--- src/rtl/id_ex_if.sv ---
// Decode-to-execute bundle: decoded operands and control in,
// registered execute slot, resolved operands and stall out.
interface id_ex_if #(
    parameter int XLEN = 32
);
    logic            i_ID_valid;
    logic [4:0]      i_ID_src_reg_1;
    logic [4:0]      i_ID_src_reg_2;
    logic [4:0]      i_ID_dst_reg;
    logic            i_ID_use_rs1;
    logic            i_ID_use_rs2;
    logic [XLEN-1:0] i_ID_rs1_data;
    logic [XLEN-1:0] i_ID_rs2_data;
    logic [XLEN-1:0] i_ID_imm;
    logic [XLEN-1:0] i_ID_pc;
    logic [3:0]      i_ID_alu_op;
    logic            i_ID_ctrl_alu_src;
    logic            i_ID_ctrl_reg_wr_en;
    logic            i_ID_ctrl_mem_rd;
    logic            i_ID_ctrl_mem_wr;
    logic            i_flush;
    logic            i_IM_forward_1;
    logic            i_IM_forward_2;
    logic            i_WB_forward_1;
    logic            i_WB_forward_2;
    logic [XLEN-1:0] i_IM_result;
    logic [XLEN-1:0] i_WB_result;

    logic            o_IE_valid;
    logic [4:0]      o_IE_src_reg_1;
    logic [4:0]      o_IE_src_reg_2;
    logic [4:0]      o_IE_dst_reg;
    logic [XLEN-1:0] o_IE_op_a;
    logic [XLEN-1:0] o_IE_op_b;
    logic [XLEN-1:0] o_IE_store_data;
    logic [XLEN-1:0] o_IE_imm;
    logic [XLEN-1:0] o_IE_pc;
    logic [3:0]      o_IE_alu_op;
    logic            o_IE_ctrl_reg_wr_en;
    logic            o_IE_ctrl_mem_rd;
    logic            o_IE_ctrl_mem_wr;
    logic            o_stall;

    modport master (
        output i_ID_valid, i_ID_src_reg_1, i_ID_src_reg_2, i_ID_dst_reg,
        output i_ID_use_rs1, i_ID_use_rs2, i_ID_rs1_data, i_ID_rs2_data,
        output i_ID_imm, i_ID_pc, i_ID_alu_op, i_ID_ctrl_alu_src,
        output i_ID_ctrl_reg_wr_en, i_ID_ctrl_mem_rd, i_ID_ctrl_mem_wr,
        output i_flush, i_IM_forward_1, i_IM_forward_2,
        output i_WB_forward_1, i_WB_forward_2, i_IM_result, i_WB_result,
        input  o_IE_valid, o_IE_src_reg_1, o_IE_src_reg_2, o_IE_dst_reg,
        input  o_IE_op_a, o_IE_op_b, o_IE_store_data, o_IE_imm, o_IE_pc,
        input  o_IE_alu_op, o_IE_ctrl_reg_wr_en, o_IE_ctrl_mem_rd,
        input  o_IE_ctrl_mem_wr, o_stall
    );

    modport slave (
        input  i_ID_valid, i_ID_src_reg_1, i_ID_src_reg_2, i_ID_dst_reg,
        input  i_ID_use_rs1, i_ID_use_rs2, i_ID_rs1_data, i_ID_rs2_data,
        input  i_ID_imm, i_ID_pc, i_ID_alu_op, i_ID_ctrl_alu_src,
        input  i_ID_ctrl_reg_wr_en, i_ID_ctrl_mem_rd, i_ID_ctrl_mem_wr,
        input  i_flush, i_IM_forward_1, i_IM_forward_2,
        input  i_WB_forward_1, i_WB_forward_2, i_IM_result, i_WB_result,
        output o_IE_valid, o_IE_src_reg_1, o_IE_src_reg_2, o_IE_dst_reg,
        output o_IE_op_a, o_IE_op_b, o_IE_store_data, o_IE_imm, o_IE_pc,
        output o_IE_alu_op, o_IE_ctrl_reg_wr_en, o_IE_ctrl_mem_rd,
        output o_IE_ctrl_mem_wr, o_stall
    );
endinterface

--- src/rtl/id_ex_stage.sv ---
// ID/EX pipeline register with operand forwarding muxes,
// load-use stall detection and branch flush.
module id_ex_stage (
    input logic i_clk,
    input logic i_reset_n,
    id_ex_if.slave bus
);
    localparam int XLEN = 32;

    typedef struct packed {
        logic            valid;
        logic [4:0]      src1;
        logic [4:0]      src2;
        logic [4:0]      dst;
        logic [XLEN-1:0] rs1_data;
        logic [XLEN-1:0] rs2_data;
        logic [XLEN-1:0] imm;
        logic [XLEN-1:0] pc;
        logic [3:0]      alu_op;
        logic            alu_src;
        logic            reg_wr_en;
        logic            mem_rd;
        logic            mem_wr;
    } ie_t;

    ie_t ie_q, ie_d;
    logic hazard;
    logic hit1, hit2;
    logic [XLEN-1:0] fwd1, fwd2;

    assign hit1 = bus.i_ID_use_rs1 && (bus.i_ID_src_reg_1 == ie_q.dst);
    assign hit2 = bus.i_ID_use_rs2 && (bus.i_ID_src_reg_2 == ie_q.dst);

    // A load into x0 never produces a value worth waiting for
    assign hazard = ie_q.valid && ie_q.mem_rd && (ie_q.dst != 5'd0) &&
                    bus.i_ID_valid && (hit1 || hit2);

    assign bus.o_stall = hazard && !bus.i_flush;

    always_comb begin
        ie_d.valid     = bus.i_ID_valid;
        ie_d.src1      = bus.i_ID_src_reg_1;
        ie_d.src2      = bus.i_ID_src_reg_2;
        ie_d.dst       = bus.i_ID_dst_reg;
        ie_d.rs1_data  = bus.i_ID_rs1_data;
        ie_d.rs2_data  = bus.i_ID_rs2_data;
        ie_d.imm       = bus.i_ID_imm;
        ie_d.pc        = bus.i_ID_pc;
        ie_d.alu_op    = bus.i_ID_alu_op;
        ie_d.alu_src   = bus.i_ID_ctrl_alu_src;
        ie_d.reg_wr_en = bus.i_ID_ctrl_reg_wr_en;
        ie_d.mem_rd    = bus.i_ID_ctrl_mem_rd;
        ie_d.mem_wr    = bus.i_ID_ctrl_mem_wr;
        // Bubble kills control and indices; data may stay stale
        if (bus.i_flush || hazard) begin
            ie_d.valid     = 1'b0;
            ie_d.src1      = 5'd0;
            ie_d.src2      = 5'd0;
            ie_d.dst       = 5'd0;
            ie_d.reg_wr_en = 1'b0;
            ie_d.mem_rd    = 1'b0;
            ie_d.mem_wr    = 1'b0;
        end
    end

    always_ff @(posedge i_clk or negedge i_reset_n) begin
        if (!i_reset_n) begin
            ie_q <= '0;
        end else begin
            ie_q <= ie_d;
        end
    end

    always_comb begin
        fwd1 = ie_q.rs1_data;
        fwd2 = ie_q.rs2_data;
        if (ie_q.valid) begin
            if (bus.i_IM_forward_1) fwd1 = bus.i_IM_result;
            else if (bus.i_WB_forward_1) fwd1 = bus.i_WB_result;
            if (bus.i_IM_forward_2) fwd2 = bus.i_IM_result;
            else if (bus.i_WB_forward_2) fwd2 = bus.i_WB_result;
        end
    end

    assign bus.o_IE_valid          = ie_q.valid;
    assign bus.o_IE_src_reg_1      = ie_q.src1;
    assign bus.o_IE_src_reg_2      = ie_q.src2;
    assign bus.o_IE_dst_reg        = ie_q.dst;
    assign bus.o_IE_op_a           = fwd1;
    assign bus.o_IE_op_b           = ie_q.alu_src ? ie_q.imm : fwd2;
    assign bus.o_IE_store_data     = fwd2;
    assign bus.o_IE_imm            = ie_q.imm;
    assign bus.o_IE_pc             = ie_q.pc;
    assign bus.o_IE_alu_op         = ie_q.alu_op;
    assign bus.o_IE_ctrl_reg_wr_en = ie_q.reg_wr_en && ie_q.valid;
    assign bus.o_IE_ctrl_mem_rd    = ie_q.mem_rd && ie_q.valid;
    assign bus.o_IE_ctrl_mem_wr    = ie_q.mem_wr && ie_q.valid;
endmodule

--- src/flat_wrapper.sv ---
// flat-port wrapper written by rule: the top's interface ports become plain ports
module id_ex_stage_flat 
  (i_clk, i_reset_n, bus_i_ID_valid, bus_i_ID_src_reg_1, bus_i_ID_src_reg_2, bus_i_ID_dst_reg, bus_i_ID_use_rs1, bus_i_ID_use_rs2, bus_i_ID_rs1_data, bus_i_ID_rs2_data, bus_i_ID_imm, bus_i_ID_pc, bus_i_ID_alu_op, bus_i_ID_ctrl_alu_src, bus_i_ID_ctrl_reg_wr_en, bus_i_ID_ctrl_mem_rd, bus_i_ID_ctrl_mem_wr, bus_i_flush, bus_i_IM_forward_1, bus_i_IM_forward_2, bus_i_WB_forward_1, bus_i_WB_forward_2, bus_i_IM_result, bus_i_WB_result, bus_o_IE_valid, bus_o_IE_src_reg_1, bus_o_IE_src_reg_2, bus_o_IE_dst_reg, bus_o_IE_op_a, bus_o_IE_op_b, bus_o_IE_store_data, bus_o_IE_imm, bus_o_IE_pc, bus_o_IE_alu_op, bus_o_IE_ctrl_reg_wr_en, bus_o_IE_ctrl_mem_rd, bus_o_IE_ctrl_mem_wr, bus_o_stall);
  id_ex_if bus_i ();
  input logic i_clk;
  input logic i_reset_n;
  input wire logic [$bits(bus_i.i_ID_valid)-1:0] bus_i_ID_valid;
  input wire logic [$bits(bus_i.i_ID_src_reg_1)-1:0] bus_i_ID_src_reg_1;
  input wire logic [$bits(bus_i.i_ID_src_reg_2)-1:0] bus_i_ID_src_reg_2;
  input wire logic [$bits(bus_i.i_ID_dst_reg)-1:0] bus_i_ID_dst_reg;
  input wire logic [$bits(bus_i.i_ID_use_rs1)-1:0] bus_i_ID_use_rs1;
  input wire logic [$bits(bus_i.i_ID_use_rs2)-1:0] bus_i_ID_use_rs2;
  input wire logic [$bits(bus_i.i_ID_rs1_data)-1:0] bus_i_ID_rs1_data;
  input wire logic [$bits(bus_i.i_ID_rs2_data)-1:0] bus_i_ID_rs2_data;
  input wire logic [$bits(bus_i.i_ID_imm)-1:0] bus_i_ID_imm;
  input wire logic [$bits(bus_i.i_ID_pc)-1:0] bus_i_ID_pc;
  input wire logic [$bits(bus_i.i_ID_alu_op)-1:0] bus_i_ID_alu_op;
  input wire logic [$bits(bus_i.i_ID_ctrl_alu_src)-1:0] bus_i_ID_ctrl_alu_src;
  input wire logic [$bits(bus_i.i_ID_ctrl_reg_wr_en)-1:0] bus_i_ID_ctrl_reg_wr_en;
  input wire logic [$bits(bus_i.i_ID_ctrl_mem_rd)-1:0] bus_i_ID_ctrl_mem_rd;
  input wire logic [$bits(bus_i.i_ID_ctrl_mem_wr)-1:0] bus_i_ID_ctrl_mem_wr;
  input wire logic [$bits(bus_i.i_flush)-1:0] bus_i_flush;
  input wire logic [$bits(bus_i.i_IM_forward_1)-1:0] bus_i_IM_forward_1;
  input wire logic [$bits(bus_i.i_IM_forward_2)-1:0] bus_i_IM_forward_2;
  input wire logic [$bits(bus_i.i_WB_forward_1)-1:0] bus_i_WB_forward_1;
  input wire logic [$bits(bus_i.i_WB_forward_2)-1:0] bus_i_WB_forward_2;
  input wire logic [$bits(bus_i.i_IM_result)-1:0] bus_i_IM_result;
  input wire logic [$bits(bus_i.i_WB_result)-1:0] bus_i_WB_result;
  output wire logic [$bits(bus_i.o_IE_valid)-1:0] bus_o_IE_valid;
  output wire logic [$bits(bus_i.o_IE_src_reg_1)-1:0] bus_o_IE_src_reg_1;
  output wire logic [$bits(bus_i.o_IE_src_reg_2)-1:0] bus_o_IE_src_reg_2;
  output wire logic [$bits(bus_i.o_IE_dst_reg)-1:0] bus_o_IE_dst_reg;
  output wire logic [$bits(bus_i.o_IE_op_a)-1:0] bus_o_IE_op_a;
  output wire logic [$bits(bus_i.o_IE_op_b)-1:0] bus_o_IE_op_b;
  output wire logic [$bits(bus_i.o_IE_store_data)-1:0] bus_o_IE_store_data;
  output wire logic [$bits(bus_i.o_IE_imm)-1:0] bus_o_IE_imm;
  output wire logic [$bits(bus_i.o_IE_pc)-1:0] bus_o_IE_pc;
  output wire logic [$bits(bus_i.o_IE_alu_op)-1:0] bus_o_IE_alu_op;
  output wire logic [$bits(bus_i.o_IE_ctrl_reg_wr_en)-1:0] bus_o_IE_ctrl_reg_wr_en;
  output wire logic [$bits(bus_i.o_IE_ctrl_mem_rd)-1:0] bus_o_IE_ctrl_mem_rd;
  output wire logic [$bits(bus_i.o_IE_ctrl_mem_wr)-1:0] bus_o_IE_ctrl_mem_wr;
  output wire logic [$bits(bus_i.o_stall)-1:0] bus_o_stall;
  assign bus_i.i_ID_valid = bus_i_ID_valid;
  assign bus_i.i_ID_src_reg_1 = bus_i_ID_src_reg_1;
  assign bus_i.i_ID_src_reg_2 = bus_i_ID_src_reg_2;
  assign bus_i.i_ID_dst_reg = bus_i_ID_dst_reg;
  assign bus_i.i_ID_use_rs1 = bus_i_ID_use_rs1;
  assign bus_i.i_ID_use_rs2 = bus_i_ID_use_rs2;
  assign bus_i.i_ID_rs1_data = bus_i_ID_rs1_data;
  assign bus_i.i_ID_rs2_data = bus_i_ID_rs2_data;
  assign bus_i.i_ID_imm = bus_i_ID_imm;
  assign bus_i.i_ID_pc = bus_i_ID_pc;
  assign bus_i.i_ID_alu_op = bus_i_ID_alu_op;
  assign bus_i.i_ID_ctrl_alu_src = bus_i_ID_ctrl_alu_src;
  assign bus_i.i_ID_ctrl_reg_wr_en = bus_i_ID_ctrl_reg_wr_en;
  assign bus_i.i_ID_ctrl_mem_rd = bus_i_ID_ctrl_mem_rd;
  assign bus_i.i_ID_ctrl_mem_wr = bus_i_ID_ctrl_mem_wr;
  assign bus_i.i_flush = bus_i_flush;
  assign bus_i.i_IM_forward_1 = bus_i_IM_forward_1;
  assign bus_i.i_IM_forward_2 = bus_i_IM_forward_2;
  assign bus_i.i_WB_forward_1 = bus_i_WB_forward_1;
  assign bus_i.i_WB_forward_2 = bus_i_WB_forward_2;
  assign bus_i.i_IM_result = bus_i_IM_result;
  assign bus_i.i_WB_result = bus_i_WB_result;
  assign bus_o_IE_valid = bus_i.o_IE_valid;
  assign bus_o_IE_src_reg_1 = bus_i.o_IE_src_reg_1;
  assign bus_o_IE_src_reg_2 = bus_i.o_IE_src_reg_2;
  assign bus_o_IE_dst_reg = bus_i.o_IE_dst_reg;
  assign bus_o_IE_op_a = bus_i.o_IE_op_a;
  assign bus_o_IE_op_b = bus_i.o_IE_op_b;
  assign bus_o_IE_store_data = bus_i.o_IE_store_data;
  assign bus_o_IE_imm = bus_i.o_IE_imm;
  assign bus_o_IE_pc = bus_i.o_IE_pc;
  assign bus_o_IE_alu_op = bus_i.o_IE_alu_op;
  assign bus_o_IE_ctrl_reg_wr_en = bus_i.o_IE_ctrl_reg_wr_en;
  assign bus_o_IE_ctrl_mem_rd = bus_i.o_IE_ctrl_mem_rd;
  assign bus_o_IE_ctrl_mem_wr = bus_i.o_IE_ctrl_mem_wr;
  assign bus_o_stall = bus_i.o_stall;
  id_ex_stage u_core (.i_clk(i_clk), .i_reset_n(i_reset_n), .bus(bus_i));
endmodule
--- config.mk ---
export PLATFORM = sky130hd
export DESIGN_NAME = id_ex_stage_flat
export DESIGN_NICKNAME = d
export VERILOG_FILES = /design/src/rtl/id_ex_if.sv /design/src/rtl/id_ex_stage.sv /design/src/flat_wrapper.sv
export SDC_FILE = /design/constraint.sdc
export NUM_CORES = 1
export LEC_CHECK = 0
export CAP_MARGIN = 20
export CORE_AREA = 4 4 155 157
export DETAILED_ROUTE_END_ITERATION = 6
export DIE_AREA = 0 0 159 161
export PLACE_DENSITY = 0.76
export SYNTH_ARGS = -nofsm -noshare
export SYNTH_HDL_FRONTEND = slang
export SYNTH_SLANG_ARGS = --single-unit
--- constraint.sdc ---
create_clock -name i_clk -period 5.65 [get_ports i_clk]
set_input_delay 1.13 -clock i_clk [delete_from_list [all_inputs] [get_ports i_clk]]
set_output_delay 1.13 -clock i_clk [all_outputs]
set_load 0.02 [all_outputs]
After elaboration in Yosys (flattened, before gate mapping) --
Index checks and enable logic that the tools add are counted.
Storage, ports and cells: flip-flop bits (word level) 152, bits of input ports 225, output and inout port bits 184
Cells by class: equality and inequality tests 2, muxes and demuxes 9, reduce and logical (&&, ||, !) cells 13
Operators with widths (number):
- $mux 32 | 7
- $mux 16 | 1
- $eq 5x5->1 | 2
- $logic_and 1x1->1 | 9
- $reduce_bool 5->1 | 1
- $mux 3 | 1
- $logic_or 1x1->1 | 2
- $logic_not 1->1 | 1

Logic depth before layout (Yosys ltp) --
word-level depth 6, depth in mapped cells 6

Least setup slack after synthesis --
No wires, ideal clock.
path kind input -> output, start point in bus_i_IM_forward_1, end point out bus_o_IE_op_a[10], data arrival time 2.409 ns, required time 4.520 ns, setup slack 2.111 ns, cell stages on the path 6, cell sequence clkbuf_1 > nor2b_1 > clkbuf_1 > clkbuf_1 > a22oi_1 > o21ai_0
On the way: cells in the longest elaborated chain, start to end 2
RTL lines:
- start, declared | line flat_wrapper.sv:23 | input wire logic [$bits(bus_i.i_IM_forward_1)-1:0] bus_i_IM_forward_1;
- $mux 32 | line id_ex_stage.sv:78 | if (bus.i_IM_forward_1) fwd1 = bus.i_IM_result;
- $mux 32 | line id_ex_stage.sv:77 | if (ie_q.valid) begin
- end, declared | line flat_wrapper.sv:33 | output wire logic [$bits(bus_i.o_IE_op_a)-1:0] bus_o_IE_op_a;
No other way between the ends.

Worst setup path after layout --
start point in bus_i_WB_forward_1, end point out bus_o_IE_op_a[25]
On the way: cells in the longest elaborated chain, start to end 3
RTL lines:
- start, declared | line flat_wrapper.sv:25 | input wire logic [$bits(bus_i.i_WB_forward_1)-1:0] bus_i_WB_forward_1;
- $mux 32 | line id_ex_stage.sv:79 | else if (bus.i_WB_forward_1) fwd1 = bus.i_WB_result;
- $mux 32 | line id_ex_stage.sv:78
- $mux 32 | line id_ex_stage.sv:77
No other way between the ends.

==> flow_metrics.tcl <==
set metrics [dict create \
    fin_nets 1135 \
    crit_top_cell "clkdlybuf4s50_1" \
    yosysWarnings 0 \
    wl_per_cell_um 21.6 \
    ys_seq_area_frac 0.555 \
    finalSetupViolCount 0 \
    worst_pin_slew_ps 900 \
    reg2reg_slack_ps 3820 \
    syn2layout_area_growth_pct 62.3 \
    start_util 0.304 \
    cts_resized 0 \
    grt_pass1_wl_um 39000 \
    syn_inst 601 \
    slew_headroom 0.400 \
    p_per_area_mw_per_mm2 269 \
    place_ws_ps 923 \
    slew_viol_final 0 \
    p_leak_nw 4.46 \
    tns_ps 0 \
    h-tree-depth 4 \
    yosysMostFrequentCell "dfrtp_1" \
    cts-root-buf "clkbuf_16" \
    synth_common_cells "dfrtp_1, buf_4, nand2b_1" \
    crit_slowest_cell "clkdlybuf4s50_1" \
    cts_made_buffers 17 \
    path_clk_slew_ps 70 \
    grt_pass1_vias 6671 \
    avgViaCountPerCell 4.94 \
    slowest_delay_ps 640 \
    chipWidth_um 159 \
    crit_path_cell_trace "clkdlybuf4s50_1 -> nor2b_4 -> buf_4 -> a22oi_1 -> o21ai_0 -> clkdlybuf4s50_1" \
    detail_route.iter0.violations 286 \
    cp.depth 6 \
    cp.required_ps 4520 \
    die_y_um 161 \
    grt_start_max_net_pins 78 \
    ioPinCount 409 \
    cts.sinks 152 \
    place_congestion 0.831 \
    drtPass1Iterations 5 \
    crit_buf_inv 3 \
    status "completed" \
    hp-class "primary input to async pin" \
    largest_reg_flops 68 \
    regMostFlops "u_core.ie_q" \
    cp-end-kind "primary output" \
    critPathArrivalTime_ps 3590 \
    ys_ff_latch 152 \
    syn_area_per_cell_um2 11.4 \
    r2r-start "u_core.bus.o_IE_valid" \
    cts_tree "built" \
    ys_async_sr_fraction 1.00 \
    timing.rr.end "u_core.bus.o_IE_src_reg_1[3]" \
    synthTopCellsByArea "dfrtp_1, buf_4, mux2_2" \
    fmax_mhz 212 \
    vias 5965 \
    crit_fanout 19 \
    fin_crit_ps 4720 \
    synth.distinct_cells 27 \
    layout_worst_path_cycle_share 0.835 \
    clock_skew_ps 9.07 \
    antenna_left 0 \
    holdWs_ps 767 \
    cap_violations 0 \
    cts_buffer_depth 2 \
    hold_violations 0 \
    p_total_mw 2.99 \
    overflow 0 \
    antenna_found_initial 0 \
    worstSetupPathType "primary input to primary output" \
    syn-cell-area_mm2 0.00685 \
    rows 55 \
    yosys.area.top_type_share 0.555 \
    synth-edff-count 0 \
    grt_use_total 0.197 \
    antenna_cells 0 \
    synth_ff_type "dfrtp_1" \
    cts_setup_buffers 0 \
    syn_nets 826 \
    vdd_drop_max_v 0.000157 \
    place_inst 1175 \
    dpl.hpwl_um 19300 \
    crit_family "buffers and inverters" \
    drc 0 \
    clk_latency_ps 420 \
    rsz0062_at_grt "false" \
    drive_gt1_frac 0.114 \
    wirelength_um 26100 \
    die_area_mm2 0.0256 \
    worst_r2r_path_depth 5 \
    timing.final.ws_setup_ps 933 \
    stdcell_count 1208 \
    startpoint_type "primary input" \
    portBuffers 408 \
    hold_buffers 0 \
    yosysTopAreaCell "dfrtp_1" \
    core-area_mm2 0.0225 \
]
## kinds of logic (layout without fill, tap and decap cells)
group                  after synthesis  in the layout  share of synthesized area
AO/OA/AOI/OAI                      151            151                      0.157
XOR/XNOR                            10             10                     0.0128
buffers and inverters              130            452                      0.125
flip-flops                         152            152                      0.555
multiplexers                        32             32                     0.0526
AND/OR/NAND/NOR                    126            126                     0.0972
## metal layers
metal / GRT usage / vias to the layer above / wire length, µm
li1: - / 2635 / -
met1: 0.220 / 2922 / 9660
met2: 0.354 / 359 / 13600
met5: 0 / - / 0
met3: 0.0587 / 49 / 2090
met4: 0.0785 / 0 / 704
## area by class of cell
class | count | area (µm²)
clock inverters | 14 | 133
multi-input cells | 319 | 2210
clock buffers | 18 | 439
flip-flops and latches | 152 | 3810
fillers | 2006 | 11400
inverters | 1 | 3.75
repair buffers | 419 | 4170
well taps | 285 | 357
## how the worst max path moves through the flow
stage | slack (ps) | end | startpoint
detailed placement | 920 | bus_o_IE_op_a[25] | bus_i_WB_forward_1
global placement | 1030 | bus_o_IE_op_a[30] | bus_i_WB_forward_1
CTS | 900 | bus_o_IE_op_a[25] | bus_i_WB_forward_1
finish | 930 | bus_o_IE_op_a[25] | bus_i_WB_forward_1
global route | 860 | bus_o_IE_op_a[25] | bus_i_WB_forward_1
floorplan | 2110 | bus_o_IE_op_a[10] | bus_i_IM_forward_1
## cell usage in the layout (no fill, tap or decap), drive strengths merged
cell type and count:
and3b 1, clkbuf 18, buf 15, mux2 32, o21ai 35, a21oi 50, nand2 36, a221o 31
o22ai 1, xnor2 10, nand3 31, dfrtp 152, or4 1, nand4 2, and2 4, o211a 1
clkdlybuf4s50 404, clkinvlp 1, a22oi 32, inv 10, clkinv 4, nor2b 1, nand2b 50, a22o 1
## worst register-to-register path: stages, from the launching register on
cell and delay [ps]:
dfrtp_2 360, buf_4 460, and2_1 270, o211a_1 170, buf_4 320, a21oi_2 110
## stage by stage
stage	util	instance area (µm²)
2_1_floorplan	-	6850
5_1_grt	0.494	11100
3_3_place_gp	0.468	10500
3_5_place_dp	0.468	10500
6_report	0.494	11100
4_1_cts	0.493	11100
## where the power goes
part           total (mW)  switching, mW  internal, mW  leakage (nW)
logic               0.696          0.325         0.370          2.38
clock network        1.12          0.521         0.597         0.281
registers            1.17         0.0315          1.14          1.79
(Power assumes the default switching activity.)
